**src/rtl/cond_unit_pipe_pkg.sv**
```systemverilog
// Shared types and constants for the ARM-style condition unit.
package cond_pkg;

  typedef enum logic [3:0] {
    COND_EQ = 4'b0000,
    COND_NE = 4'b0001,
    COND_CS = 4'b0010,
    COND_CC = 4'b0011,
    COND_MI = 4'b0100,
    COND_PL = 4'b0101,
    COND_VS = 4'b0110,
    COND_VC = 4'b0111,
    COND_HI = 4'b1000,
    COND_LS = 4'b1001,
    COND_GE = 4'b1010,
    COND_LT = 4'b1011,
    COND_GT = 4'b1100,
    COND_LE = 4'b1101,
    COND_AL = 4'b1110,
    COND_NV = 4'b1111
  } cond_e;

  localparam int unsigned N_IDX = 3;
  localparam int unsigned Z_IDX = 2;
  localparam int unsigned C_IDX = 1;
  localparam int unsigned V_IDX = 0;

  localparam logic [3:0] FLAG_RST_DEFAULT = 4'b0000;

endpackage

```
**src/rtl/cond_unit_pipe_if.sv**
```systemverilog
// E-stage decode intents in, branch/writeback controls and flags out.
// SquashCnt exists only when COND_UNIT_SQUASH_CNT_EN is defined.
interface cond_unit_pipe_if;
  logic       ValidE;
  logic       StallE;
  logic       FlushE;
  logic       PCSE;
  logic       RegWE;
  logic       MemWE;
  logic       NoWriteE;
  logic [1:0] FlagWE;
  logic [3:0] CondE;
  logic [3:0] ALUFlags;
  logic       PCSrcE;
  logic       CondExE;
  logic       MemWriteM;
  logic       RegWriteOut;
  logic [3:0] Flags;
`ifdef COND_UNIT_SQUASH_CNT_EN
  logic [15:0] SquashCnt;
`endif

  modport master (
    output ValidE, StallE, FlushE, PCSE, RegWE, MemWE, NoWriteE, FlagWE, CondE, ALUFlags,
    input  PCSrcE, CondExE, MemWriteM, RegWriteOut, Flags
`ifdef COND_UNIT_SQUASH_CNT_EN
    , input SquashCnt
`endif
  );

  modport slave (
    input  ValidE, StallE, FlushE, PCSE, RegWE, MemWE, NoWriteE, FlagWE, CondE, ALUFlags,
    output PCSrcE, CondExE, MemWriteM, RegWriteOut, Flags
`ifdef COND_UNIT_SQUASH_CNT_EN
    , output SquashCnt
`endif
  );
endinterface

```
**src/rtl/cond_unit_pipe_cond_eval.sv**
```systemverilog
// Pure combinational ARM condition check of CondE against NZCV flags.
module cond_eval
  import cond_pkg::*;
(
  input  logic [3:0] cond_i,
  input  logic [3:0] flags_i,
  output logic       cond_ex_o
);

  logic n, z, c, v;

  always_comb begin
    n = flags_i[N_IDX];
    z = flags_i[Z_IDX];
    c = flags_i[C_IDX];
    v = flags_i[V_IDX];
    cond_ex_o = 1'b0;
    case (cond_e'(cond_i))
      COND_EQ: cond_ex_o = z;
      COND_NE: cond_ex_o = ~z;
      COND_CS: cond_ex_o = c;
      COND_CC: cond_ex_o = ~c;
      COND_MI: cond_ex_o = n;
      COND_PL: cond_ex_o = ~n;
      COND_VS: cond_ex_o = v;
      COND_VC: cond_ex_o = ~v;
      COND_HI: cond_ex_o = c & ~z;
      COND_LS: cond_ex_o = ~c | z;
      COND_GE: cond_ex_o = (n == v);
      COND_LT: cond_ex_o = (n != v);
      COND_GT: cond_ex_o = ~z & (n == v);
      COND_LE: cond_ex_o = z | (n != v);
      COND_AL: cond_ex_o = 1'b1;
      default: cond_ex_o = 1'b0;
    endcase
  end

endmodule

```
**src/rtl/cond_unit_pipe.sv**
```systemverilog
// Condition unit: NZCV register, E-stage fire decision, writeback pipe of PIPE_DEPTH (1..4).
// Optional squash counter enabled by COND_UNIT_SQUASH_CNT_EN.
module cond_unit_pipe
  import cond_pkg::*;
#(
  parameter int unsigned PIPE_DEPTH = 2,
  parameter logic [3:0]  FLAG_RST   = FLAG_RST_DEFAULT
) (
  input logic             clk,
  input logic             reset,
  cond_unit_pipe_if.slave bus
);

  logic                  cond_ex;
  logic                  fire;
  logic [3:0]            flags_d, flags_q;
  logic                  regw_d, memw_d;
  logic                  memw_q;
  logic [PIPE_DEPTH-1:0] regw_q;
  logic [PIPE_DEPTH:0]   regw_shift;

  // Flags are the registered copy, so a flag setter and its dependant can issue back to back.
  cond_eval u_eval (
    .cond_i   (bus.CondE),
    .flags_i  (flags_q),
    .cond_ex_o(cond_ex)
  );

  always_comb begin
    fire    = bus.ValidE & cond_ex & ~bus.StallE & ~bus.FlushE;
    regw_d  = fire & bus.RegWE & ~bus.NoWriteE;
    memw_d  = fire & bus.MemWE;
    flags_d = flags_q;
    if (fire && bus.FlagWE[1]) begin
      flags_d[N_IDX] = bus.ALUFlags[N_IDX];
      flags_d[Z_IDX] = bus.ALUFlags[Z_IDX];
    end
    if (fire && bus.FlagWE[0]) begin
      flags_d[C_IDX] = bus.ALUFlags[C_IDX];
      flags_d[V_IDX] = bus.ALUFlags[V_IDX];
    end
  end

  assign regw_shift = {regw_q, regw_d};

  always_ff @(posedge clk) begin
    if (reset) begin
      flags_q <= FLAG_RST;
      memw_q  <= 1'b0;
      regw_q  <= '0;
    end else begin
      flags_q <= flags_d;
      memw_q  <= memw_d;
      regw_q  <= regw_shift[PIPE_DEPTH-1:0];
    end
  end

  assign bus.CondExE     = cond_ex;
  assign bus.PCSrcE      = fire & bus.PCSE;
  assign bus.Flags       = flags_q;
  assign bus.MemWriteM   = memw_q;
  assign bus.RegWriteOut = regw_q[PIPE_DEPTH-1];

`ifdef COND_UNIT_SQUASH_CNT_EN
  logic        squash;
  logic [15:0] squash_q;

  assign squash = bus.ValidE & ~cond_ex & ~bus.StallE & ~bus.FlushE;

  always_ff @(posedge clk) begin
    if (reset) begin
      squash_q <= '0;
    end else if (squash && (squash_q != '1)) begin
      squash_q <= squash_q + 16'd1;
    end
  end

  assign bus.SquashCnt = squash_q;
`endif

endmodule

```
**src/flat_wrapper.sv**
```systemverilog
// flat-port wrapper written by rule: the top's interface ports become plain ports
module cond_unit_pipe_flat import cond_pkg::*;
#(
  parameter int unsigned PIPE_DEPTH = 2,
  parameter logic [3:0]  FLAG_RST   = FLAG_RST_DEFAULT
)
  (clk, reset, bus_ValidE, bus_StallE, bus_FlushE, bus_PCSE, bus_RegWE, bus_MemWE, bus_NoWriteE, bus_FlagWE, bus_CondE, bus_ALUFlags, bus_PCSrcE, bus_CondExE, bus_MemWriteM, bus_RegWriteOut, bus_Flags);
  cond_unit_pipe_if bus_i ();
  input logic clk;
  input logic reset;
  input wire logic [$bits(bus_i.ValidE)-1:0] bus_ValidE;
  input wire logic [$bits(bus_i.StallE)-1:0] bus_StallE;
  input wire logic [$bits(bus_i.FlushE)-1:0] bus_FlushE;
  input wire logic [$bits(bus_i.PCSE)-1:0] bus_PCSE;
  input wire logic [$bits(bus_i.RegWE)-1:0] bus_RegWE;
  input wire logic [$bits(bus_i.MemWE)-1:0] bus_MemWE;
  input wire logic [$bits(bus_i.NoWriteE)-1:0] bus_NoWriteE;
  input wire logic [$bits(bus_i.FlagWE)-1:0] bus_FlagWE;
  input wire logic [$bits(bus_i.CondE)-1:0] bus_CondE;
  input wire logic [$bits(bus_i.ALUFlags)-1:0] bus_ALUFlags;
  output wire logic [$bits(bus_i.PCSrcE)-1:0] bus_PCSrcE;
  output wire logic [$bits(bus_i.CondExE)-1:0] bus_CondExE;
  output wire logic [$bits(bus_i.MemWriteM)-1:0] bus_MemWriteM;
  output wire logic [$bits(bus_i.RegWriteOut)-1:0] bus_RegWriteOut;
  output wire logic [$bits(bus_i.Flags)-1:0] bus_Flags;
  assign bus_i.ValidE = bus_ValidE;
  assign bus_i.StallE = bus_StallE;
  assign bus_i.FlushE = bus_FlushE;
  assign bus_i.PCSE = bus_PCSE;
  assign bus_i.RegWE = bus_RegWE;
  assign bus_i.MemWE = bus_MemWE;
  assign bus_i.NoWriteE = bus_NoWriteE;
  assign bus_i.FlagWE = bus_FlagWE;
  assign bus_i.CondE = bus_CondE;
  assign bus_i.ALUFlags = bus_ALUFlags;
  assign bus_PCSrcE = bus_i.PCSrcE;
  assign bus_CondExE = bus_i.CondExE;
  assign bus_MemWriteM = bus_i.MemWriteM;
  assign bus_RegWriteOut = bus_i.RegWriteOut;
  assign bus_Flags = bus_i.Flags;
  cond_unit_pipe #(.PIPE_DEPTH(PIPE_DEPTH), .FLAG_RST(FLAG_RST)) u_core (.clk(clk), .reset(reset), .bus(bus_i));
endmodule
```
**config.mk**
```make
export PLATFORM = sky130hd
export DESIGN_NAME = cond_unit_pipe_flat
export DESIGN_NICKNAME = d
export VERILOG_FILES = /design/src/rtl/cond_unit_pipe_pkg.sv /design/src/rtl/cond_unit_pipe_if.sv /design/src/rtl/cond_unit_pipe_cond_eval.sv /design/src/rtl/cond_unit_pipe.sv /design/src/flat_wrapper.sv
export SDC_FILE = /design/constraint.sdc
export NUM_CORES = 1
export LEC_CHECK = 0
export ABC_AREA = 1
export CORE_MARGIN = 3
export CORE_UTILIZATION = 41
export DETAILED_ROUTE_END_ITERATION = 10
export GPL_ROUTABILITY_DRIVEN = 0
export PLACE_DENSITY = 0.85
export SLEW_MARGIN = 20
export SYNTH_ARGS = -nofsm -noshare
export SYNTH_HDL_FRONTEND = slang
export SYNTH_SLANG_ARGS = --single-unit
```
**constraint.sdc**
```tcl
create_clock -name clk -period 2.3 [get_ports clk]
set_input_delay 0.23 -clock clk [delete_from_list [all_inputs] [get_ports clk]]
set_output_delay 0.23 -clock clk [all_outputs]
set_load 0.03 [all_outputs]
```
==> results of run 1 <==
## cells by family after synthesis
kind of cell	after synthesis	share of synthesized area, %
AOI/OAI and AO/OA	2	1.869
buffers and inverters	21	14.72
and+or+nand+nor	66	57.24
DFF	7	26.17
## worst paths after layout
| kind | start | endpoint | slack (ns) |
|---|---|---|---|
| worst max-delay path | bus_CondE[2] | bus_PCSrcE | 0.23 |
| worst min-delay path | u_core.regw_q[0] | u_core.regw_q[1] | 0.40 |
| worst max register to register | u_core.bus.Flags[3] | u_core.bus.Flags[3] | 0.79 |
| worst min register to register | u_core.regw_q[0] | u_core.regw_q[1] | 0.40 |
## cell type report
class | instances | area share (%)
timing repair buffer | 28 | 32.21
clock buffer | 4 | 3.075
sequential | 7 | 16.40
inverter | 21 | 9.224
multi-input combinational | 68 | 37.04
tap | 14 | 2.050
## state kept, by name (all words and copies together), names as in the netlist
register              cells
u_core.bus.Flags          4
u_core.bus.MemWriteM      1
u_core.regw_q             2
## cells in the final DEF, fill, tap and decap left out, drive strengths merged
cell type       n
dfxtp           7
nor3            2
nor3b           1
a21oi           2
nor2           15
clkbuf          4
dlymetal6s2s    1
buf             3
nand4           4
clkdlybuf4s50  24
nand3          10
inv            21
nand2          34
## power breakdown
group	total (µW)	internal [µW]	leakage [µW]	switching (µW)
logic	108	54.0	0.000355	53.9
registers	125	124	0.0000565	1.56
clock network	107	66.0	0.0000150	41.5
total	340	244	0.000426	96.9
## through the flow
| step | instance area (µm²) | util [%] |
|---|---|---|
| finish | 854.6 | 72.97 |
| detailed placement | 825.8 | 70.51 |
| global placement | 825.8 | 70.51 |
| floorplan | 535.5 | - |
| CTS | 852.1 | 72.76 |
| global route | 854.6 | 72.97 |
## metal layers
metal	vias to the layer above	wire, µm	global-route usage (%)	share of wire, %
met5	-	0	0	0
met4	0	9	8.696	0.68
met3	2	88	3.004	6.6
met2	24	657	29.63	49
met1	272	573	17.74	43
li1	360	-	-	-
## critical path, stage by stage
cell	delay, ns
clkdlybuf4s50_1	0.53
inv_1	0.05
nor2_1	0.16
nand2_1	0.09
a21oi_1	0.14
nor2_1	0.09
nand2_4	0.07
buf_4	0.15
nand2_1	0.07
nor2_1	0.10
buf_4	0.17
==> flow_summary.yaml, run 1 <==
routing:
  first_iter_violations: 11
  avgRoutedWirePerCell_um: 9.352
  wl_mm: 1.328
  avgViaCountPerCell: 4.634
  drcViolationCount: 0
  via_count: 658
  dr.pass1.iters: 4
  ant_nets: 0
setup_path:
  cp_max_fo: 8
  arrival_ns: 1.84
  rr_worst_depth: 14
  critPathRequiredTime_ns: 2.07
  critPathLaunchType: "input port"
  path_class: "in -> out"
  endpoint_kind: "output pin"
timing:
  slew_headroom_pct: 78.57
  report.final.slew_viol_count: 0
  setup-violations-final: 0
  fmax_ghz: 0.4826
  fin_ws_ns: 0.2280
  hold_ws_ns: 0.4028
  tightest_slew_ns: 0.3204
  period_needed_ns: 2.072
  tns_ns: 0
  final_hold_viol_count: 0
  rsz0062_at_grt: "no"
  fin_crit_sh_pct: 90.09
  finClkSkew_ns: 0.0001202
place:
  dp_hpwl_mm: 1.125
  pre_cts_slack_ns: 0.06083
  portBuffers: 26
  dp_cells: 138
clocking:
  cts_setup_buffers: 0
  clk_latency_ns: 0.24
  clkTransAtPathRegs_ns: 0.05
  cts_sinks: 7
  clockBufferDepth: 2
  cts_resized: 0
  cts_buffers: 3
  root_buffer: "clkbuf_4"
  ctsHoldBuffers: 0
  cts_tree: "yes"
  htree_levels: 1
yosys:
  netlist_top_cells_area: "dfxtp_1 26%, nand2_1 22%, inv_1 15%, nor2_1 9.1%, nand3_1 7.5%"
  syn_area_per_cell_um2: 5.578
  synth_common_cells: "32 x nand2_1, 21 x inv_1, 13 x nor2_1"
  synth_edf_count: 0
  syn_nets: 115
  syn_area_um2: 535.5
  yosysUniqueCellTypes: 13
  async_flop_share_pct: 0
  synth-seq-cells: 7
  yosys.area.top_type: "dfxtp_1"
  ys_seq_area_share_pct: 26.17
  netlist_instances: 96
  synth_top_area_share_pct: 26.17
  ys_warn_count: 0
  yosys.cell_count.top_type: "nand2_1"
  synthFlopType: "dfxtp_1"
layout:
  nets: 148
  seq_area_um2: 140.1
  stdcell_count: 142
  syn_to_final_growth_pct: 59.58
  multiInputGateArea_um2: 316.6
  diodes: 0
  fill_cells: 97
  layout-drive-gt1-share_pct: 10.16
pwr:
  peakVddDrop_v: 0.0002465
  power_uw: 340.5
  p_leak_uw: 0.0004264
  powerDensity_nw_per_um2: 398.4
die:
  fp.dieW_um: 42.14
  io_pins: 27
  fp.coreArea_um2: 1171
  num_rows: 12
  dieHeight_um: 42.14
  dieArea_um2: 1776
  start_util_pct: 45.73
grt:
  antenna_found_initial: 0
  grt-ovfl-total: 0
  grt_max_degree: 9
  grt_pass1_vias: 600
  grt_pass1_wl_mm: 2.235
  grtUsageTotal_pct: 16.36
worst_hold_path:
  min_path_cells: 2
  hold_class: "reg -> reg"
run:
  drv_cap: 0
outcome:
  outcome: "complete, no violations"
Power figures use the tool's default switching activity.
==> run 2, diff against run 1 <==
--- a/config.mk
+++ b/config.mk
@@ -11,7 +11,6 @@
 export DETAILED_ROUTE_END_ITERATION = 10
 export GPL_ROUTABILITY_DRIVEN = 0
 export PLACE_DENSITY = 0.85
-export SLEW_MARGIN = 20
 export SYNTH_ARGS = -nofsm -noshare
 export SYNTH_HDL_FRONTEND = slang
 export SYNTH_SLANG_ARGS = --single-unit
==> results of run 2 <==
No change in the layout: final DEF, timing and power equal those of run 1.
==> run 3, diff against run 2 <==
--- a/config.mk
+++ b/config.mk
@@ -6,6 +6,7 @@
 export NUM_CORES = 1
 export LEC_CHECK = 0
 export ABC_AREA = 1
+export CAP_MARGIN = 20
 export CORE_MARGIN = 3
 export CORE_UTILIZATION = 41
 export DETAILED_ROUTE_END_ITERATION = 10
==> results of run 3 <==
No change in the layout: final DEF, timing and power equal those of run 1.
